**src/rtl/cpu_boot_loader.sv**
```systemverilog
// cpu_boot_loader
//
// Boot controller for the single-cycle CPU. A host streams (target, address,
// word) records into the loader. Each record becomes a one-cycle write pulse
// on the CPU's instruction or data memory external write port. After the last
// record the loader holds the CPU in reset for RST_HOLD cycles and then
// releases it. It then waits for cpu_done or a timeout, captures the CPU output
// register and reports the session status.
//
// Ports
//   clk_i, rst_n           clock (rising edge), asynchronous active-low reset
//   start                  begin a session; sampled only in IDLE or FINISH
//   s_valid/s_ready        load record handshake
//   s_sel/s_addr/s_data    record: 0 = imem, 1 = dmem, address, word
//   s_last                 marks the final record of the image
//   ex_iwe/ex_iaddr/ex_idata  instruction memory write port
//   ex_dwe/ex_daddr/ex_ddata  data memory write port
//   cpu_rst_n              CPU reset, active low (high only in RUN)
//   cpu_done, cpu_out      CPU flag_done and Out_R
//   result                 Out_R captured when cpu_done was seen
//   cycles_run             RUN cycles of the last session (first cycle = 1)
//   word_cnt               records accepted this session (saturating)
//   busy, done, timeout    session status (done/timeout sticky until start)
//   dbg_state              current FSM state, for checkers
//
// Handshake: a record transfers on a rising edge where s_valid && s_ready.
// s_ready is combinational and is high exactly while the FSM is in LOAD. The
// producer may raise or drop s_valid at any time; the loader never stalls
// inside LOAD, so every valid cycle in LOAD is an accept.

module cpu_boot_loader #(
  parameter int DATA_W      = 16,
  parameter int ADDR_W      = 16,
  parameter int CNT_W       = 20,
  parameter int TIMEOUT_CYC = 5000,
  parameter int RST_HOLD    = 3
) (
  input  logic              clk_i,
  input  logic              rst_n,
  input  logic              start,
  input  logic              s_valid,
  output logic              s_ready,
  input  logic              s_sel,
  input  logic [ADDR_W-1:0] s_addr,
  input  logic [DATA_W-1:0] s_data,
  input  logic              s_last,
  output logic              ex_iwe,
  output logic [ADDR_W-1:0] ex_iaddr,
  output logic [DATA_W-1:0] ex_idata,
  output logic              ex_dwe,
  output logic [ADDR_W-1:0] ex_daddr,
  output logic [DATA_W-1:0] ex_ddata,
  output logic              cpu_rst_n,
  input  logic              cpu_done,
  input  logic [DATA_W-1:0] cpu_out,
  output logic [DATA_W-1:0] result,
  output logic [CNT_W-1:0]  cycles_run,
  output logic [15:0]       word_cnt,
  output logic              busy,
  output logic              done,
  output logic              timeout,
  output logic [2:0]        dbg_state
);

  typedef enum logic [2:0] {
    IDLE   = 3'd0,
    LOAD   = 3'd1,
    HOLD   = 3'd2,
    RUN    = 3'd3,
    FINISH = 3'd4
  } state_t;

  localparam int             HOLD_W    = $clog2(RST_HOLD + 1);
  localparam logic [CNT_W-1:0] TIMEOUT_V = CNT_W'(TIMEOUT_CYC);

  state_t              state;
  logic [HOLD_W-1:0]   hold_cnt;
  logic [CNT_W-1:0]    run_next;

  assign s_ready   = (state == LOAD);
  assign dbg_state = state;

  // Cycle count including the current RUN cycle, so the timeout decision and
  // the reported count both treat the first RUN cycle as 1.
  assign run_next = cycles_run + CNT_W'(1);

  always_ff @(posedge clk_i or negedge rst_n) begin
    if (!rst_n) begin
      state      <= IDLE;
      hold_cnt   <= '0;
      ex_iwe     <= 1'b0;
      ex_iaddr   <= '0;
      ex_idata   <= '0;
      ex_dwe     <= 1'b0;
      ex_daddr   <= '0;
      ex_ddata   <= '0;
      cpu_rst_n  <= 1'b0;
      result     <= '0;
      cycles_run <= '0;
      word_cnt   <= '0;
      busy       <= 1'b0;
      done       <= 1'b0;
      timeout    <= 1'b0;
    end else begin
      // Write enables are single-cycle pulses; addr/data keep their last value.
      ex_iwe <= 1'b0;
      ex_dwe <= 1'b0;

      case (state)
        IDLE, FINISH: begin
          cpu_rst_n <= 1'b0;
          if (start) begin
            state      <= LOAD;
            word_cnt   <= '0;
            cycles_run <= '0;
            done       <= 1'b0;
            timeout    <= 1'b0;
            busy       <= 1'b1;
          end
        end

        LOAD: begin
          if (s_valid) begin
            if (s_sel) begin
              ex_dwe   <= 1'b1;
              ex_daddr <= s_addr;
              ex_ddata <= s_data;
            end else begin
              ex_iwe   <= 1'b1;
              ex_iaddr <= s_addr;
              ex_idata <= s_data;
            end
            if (word_cnt != 16'hFFFF) begin
              word_cnt <= word_cnt + 16'd1;
            end
            if (s_last) begin
              state    <= HOLD;
              hold_cnt <= HOLD_W'(RST_HOLD);
            end
          end
        end

        // The first HOLD cycle carries the last write pulse; the following
        // RST_HOLD cycles are the reset hold proper, then cpu_rst_n rises
        // together with the move to RUN.
        HOLD: begin
          if (hold_cnt == '0) begin
            state     <= RUN;
            cpu_rst_n <= 1'b1;
          end else begin
            hold_cnt <= hold_cnt - HOLD_W'(1);
          end
        end

        RUN: begin
          cycles_run <= run_next;
          if (cpu_done) begin
            // Completion takes priority over a timeout in the same cycle.
            result    <= cpu_out;
            done      <= 1'b1;
            busy      <= 1'b0;
            cpu_rst_n <= 1'b0;
            state     <= FINISH;
          end else if (run_next == TIMEOUT_V) begin
            timeout   <= 1'b1;
            done      <= 1'b1;
            busy      <= 1'b0;
            cpu_rst_n <= 1'b0;
            state     <= FINISH;
          end
        end

        default: begin
          state <= IDLE;
        end
      endcase
    end
  end

endmodule

```
**config.mk**
```make
export PLATFORM = sky130hd
export DESIGN_NAME = cpu_boot_loader
export DESIGN_NICKNAME = d
export VERILOG_FILES = /design/src/rtl/cpu_boot_loader.sv
export SDC_FILE = /design/constraint.sdc
export NUM_CORES = 1
export LEC_CHECK = 0
export CELL_PAD_IN_SITES_DETAIL_PLACEMENT = 0
export CELL_PAD_IN_SITES_GLOBAL_PLACEMENT = 1
export CORE_AREA = 2 2 115 162
export DETAILED_ROUTE_END_ITERATION = 8
export DIE_AREA = 0 0 117 164
export PLACE_DENSITY = 0.81
export SLEW_MARGIN = 40
export SYNTH_ARGS = -nofsm -noshare
export SYNTH_HDL_FRONTEND = slang
export SYNTH_SLANG_ARGS = --single-unit
```
**constraint.sdc**
```tcl
create_clock -name clk_i -period 2.3 [get_ports clk_i]
set_clock_uncertainty 0.1 [all_clocks]
set_input_delay 0.46 -clock clk_i [delete_from_list [all_inputs] [get_ports clk_i]]
set_output_delay 0.46 -clock clk_i [all_outputs]
set_load 0.01 [all_outputs]
```
==> flow_summary.ini <==
[timing]
setup_viol = 1
worst_slack_ns = -0.0109
drv_slew = 0
max_slew.worst_pin.slew_ns = 0.622
rsz0062_at_grt = yes
fin_setup_tns_ns = -0.0109
post-route-min-period_ns = 2.31
fmax_mhz = 433
relSlewSlack_pct = 58.5
min_period_over_period_pct = 100
hold_viol = 0

[place]
place.gp.congestion = 0.809
io_buffers = 180
place_inst = 922
dpl.hpwl_um = 11400
placed_cell_area_sq_um = 8100

[floorplanning]
chipHeight_um = 164
die_area_sq_um = 19200
start_util_pct = 32.4
fp.coreArea_sq_um = 17800
die_w_um = 117
pin_count = 181
rows = 58

[clock_tree]
htreeDepth = 4
cts_tree = done
clkLatencyLatePin_ns = 0.42
cts_buffer_depth = 2
cts_buffers = 17
root_buffer = clkbuf_16
cts_sinks = 127
cts.reportedPaths.clkPinSlew_ns = 0.06

[worst_setup_path]
setup.worst_path.end_class = flip-flop
cp.required_ns = 2.50
worstPathArrival_ns = 2.51
worstRegToRegCells = 7
path_class = reg2reg
cp-start-kind = flip-flop
cp_max_fo = 7

[routing]
drt-met1-wl_um = 6080
initialDrtViolationCount = 142
highest_layer = met4
drc = 0
routed_wl_um = 15500
routed_via_density = 4.89
wl_met3_um = 879
met2_length_um = 8290
vias = 4691
wl_per_cell_um = 16.1
drt_pass1_iterations = 4
antenna_left = 0

[power_and_ir_drop]
power.leakage_nw = 3.69
cellPowerDensity_nw_per_um2 = 1170
seqPwrFrac_pct = 34.0
p_clk_share_pct = 27.6
switching_share_pct = 30.7
intPower_w = 0.00716
total_power_w = 0.0103
comb_power_share_pct = 38.4
p_switching_w = 0.00317
peakVddDrop_uv = 494

[job]
drv_cap = 0

[yosys]
synth_top_family_by_area = multiplexers
ys.flop_type = dfrtp_1
synth_area_sq_um = 5750
synth.area.top_cells = dfrtp_1 55%, mux2_2 16%, o21ai_0 3.1%
yosys.area_share.simple_pct = 14.1
muxShareOfSynthArea_pct = 16.5
yosysSeqAreaShare_pct = 55.2
synth_xor_area_share_pct = 2.13
synth_area_per_cell_sq_um = 11.8
synth_fa_ha_area_share_pct = 0.870
synth-edff-count = 0
synth_nets = 546
syn-instance-count = 487
yosysWarnings = 0
yosys.area.top_type = dfrtp_1
synth_cell_types = 56
synth_top_area_share_pct = 55.2
synth-seq-cells = 127
synthArstFlopShare_pct = 100
synth-compound-area-share_pct = 8.74

[grt]
antenna_found_initial = 0
grt_max_degree = 54
grt_use_total_pct = 16.5
grt_pass1_vias = 4925
overflow = 0
grt_first_pass_wirelength_um = 24700

[worst_hold_path]
hold_depth = 1
worstHoldPathType = reg2reg

[final_layout]
drive_gt1_share_pct = 24.3
nFillCells = 1631
layout_common_cells = 178 x clkdlybuf4s50_1, 125 x dfrtp_1, 80 x mux2_2, 39 x nor2_1, 38 x buf_4
nets = 765
mostFrequentLayoutCell = clkdlybuf4s50_1
design_area_sq_um = 8790
areaGrowthSynthToFinish_pct = 52.8
layout.cells.non_filler = 960

[status]
violations = negative setup slack
status = complete, but fails checks
==> critical path, cell delays in order, from the launching register on <==
cell       delay [ns]
dfrtp_1          0.42
ha_4             0.20
or4b_4           0.48
o41ai_2          0.07
o221ai_2         0.16
nor4b_4          0.32
o2111ai_4        0.21
o21ba_1          0.24
==> final timing paths <==
path,from,end,slack [ns]
worst max-delay path,cycles_run[1]$_DFFE_PN0P_,busy$_DFFE_PN0P_,-0.01
worst min-delay path,hold_cnt[0]$_DFFE_PN0P_,hold_cnt[0]$_DFFE_PN0P_,0.40
worst max register to register,cycles_run[1]$_DFFE_PN0P_,busy$_DFFE_PN0P_,-0.01
worst min register to register,hold_cnt[0]$_DFFE_PN0P_,hold_cnt[0]$_DFFE_PN0P_,0.40
max in group asynchronous,rst_n,ex_ddata[13]$_DFFE_PN0P_,0.93
min in group asynchronous,rst_n,cycles_run[15]$_DFFE_PN0P_,0.49
==> area by class of cell <==
type / instances / area, sq um / share of cell area, %
Sequential cell: 127 / 3180 / 36.2
Clock inverter: 15 / 198 / 2.25
Multi-Input combinational cell: 330 / 2470 / 28.1
Clock buffer: 17 / 425 / 4.84
Antenna cell: 1 / 2.50 / 0.0285
Inverter: 7 / 26.3 / 0.299
Tap cell: 240 / 300 / 3.42
Timing Repair Buffer: 223 / 2190 / 24.9
==> flip-flops by register name, summed over array words and instances (netlist names) <==
name / count
cpu_rst_n: 1
cycles_run: 20
ex_dwe: 1
hold_cnt: 2
timeout: 1
ex_ddata: 16
result: 16
busy: 1
dbg_state: 3
ex_idata: 16
ex_daddr: 16
ex_iaddr: 16
word_cnt: 16
done: 1
ex_iwe: 1
==> cells by family after synthesis <==
| logic type | Yosys count |
|---|---|
| compound gates | 76 |
| xor+xnor | 14 |
| fa+ha+maj | 4 |
| buf+inv | 30 |
| flops | 127 |
| mux | 85 |
| simple gates | 151 |
==> metrics by stage <==
| step | hold slack [ns] | setup slack (ns) | util [%] |
|---|---|---|---|
| finish | 0.403 | -0.0109 | 49.5 |
| global route | 0.415 | -0.111 | 49.4 |
| CTS | 0.406 | -0.0172 | 49.3 |
| detailed placement | 0.393 | -0.0330 | 45.6 |
| global placement | 0.369 | 0.0106 | 45.6 |
| floorplan | 0.0644 | 0.0144 | - |
==> cells in the mapped netlist, types with 3 or more instances <==
cell	instances
nor3_1	13
nand2_1	37
o31ai_1	7
nor4_1	3
mux2_2	80
buf_1	3
o211ai_1	3
o21ai_0	36
buf_2	6
xnor2_1	13
nand4_1	9
nor3b_1	4
nand3_1	12
a31oi_1	6
nor2_1	41
a21oi_1	9
inv_1	7
clkbuf_1	10
ha_1	4
nand3b_1	4
and2_1	4
and3_1	5
dfrtp_1	127
mux2i_1	5
==> metal layers <==
layer | vias to the layer above | global-route usage [%]
met3 | 20 | 4.76
met5 | - | 0
met1 | 2325 | 18.4
li1 | 2188 | -
met2 | 158 | 29.7
met4 | 0 | 5.78
==> power by group through the flow <==
stage / Sequential, W / Combinational, W / Clock [W]
after global placement: 0.00351 / 0.00386 / 0
after floorplan: 0.00389 / 0.00129 / 0
after detailed placement: 0.00358 / 0.00396 / 0
final: 0.00351 / 0.00397 / 0.00285
after global routing: 0.00362 / 0.00430 / 0.00302
after CTS: 0.00354 / 0.00401 / 0.00292
==> what timing repair did <==
action / 4_1_cts / 5_1_grt
hold endpoints to repair: 38 / 0
buffers inserted: 3 / 1
endpoints found under the setup margin: 8 / 8
resized for setup: 3 / 3
pin swaps: 5 / 3
hold buffers: 1 / 0
Note: power is estimated with default switching activity, not from simulation.
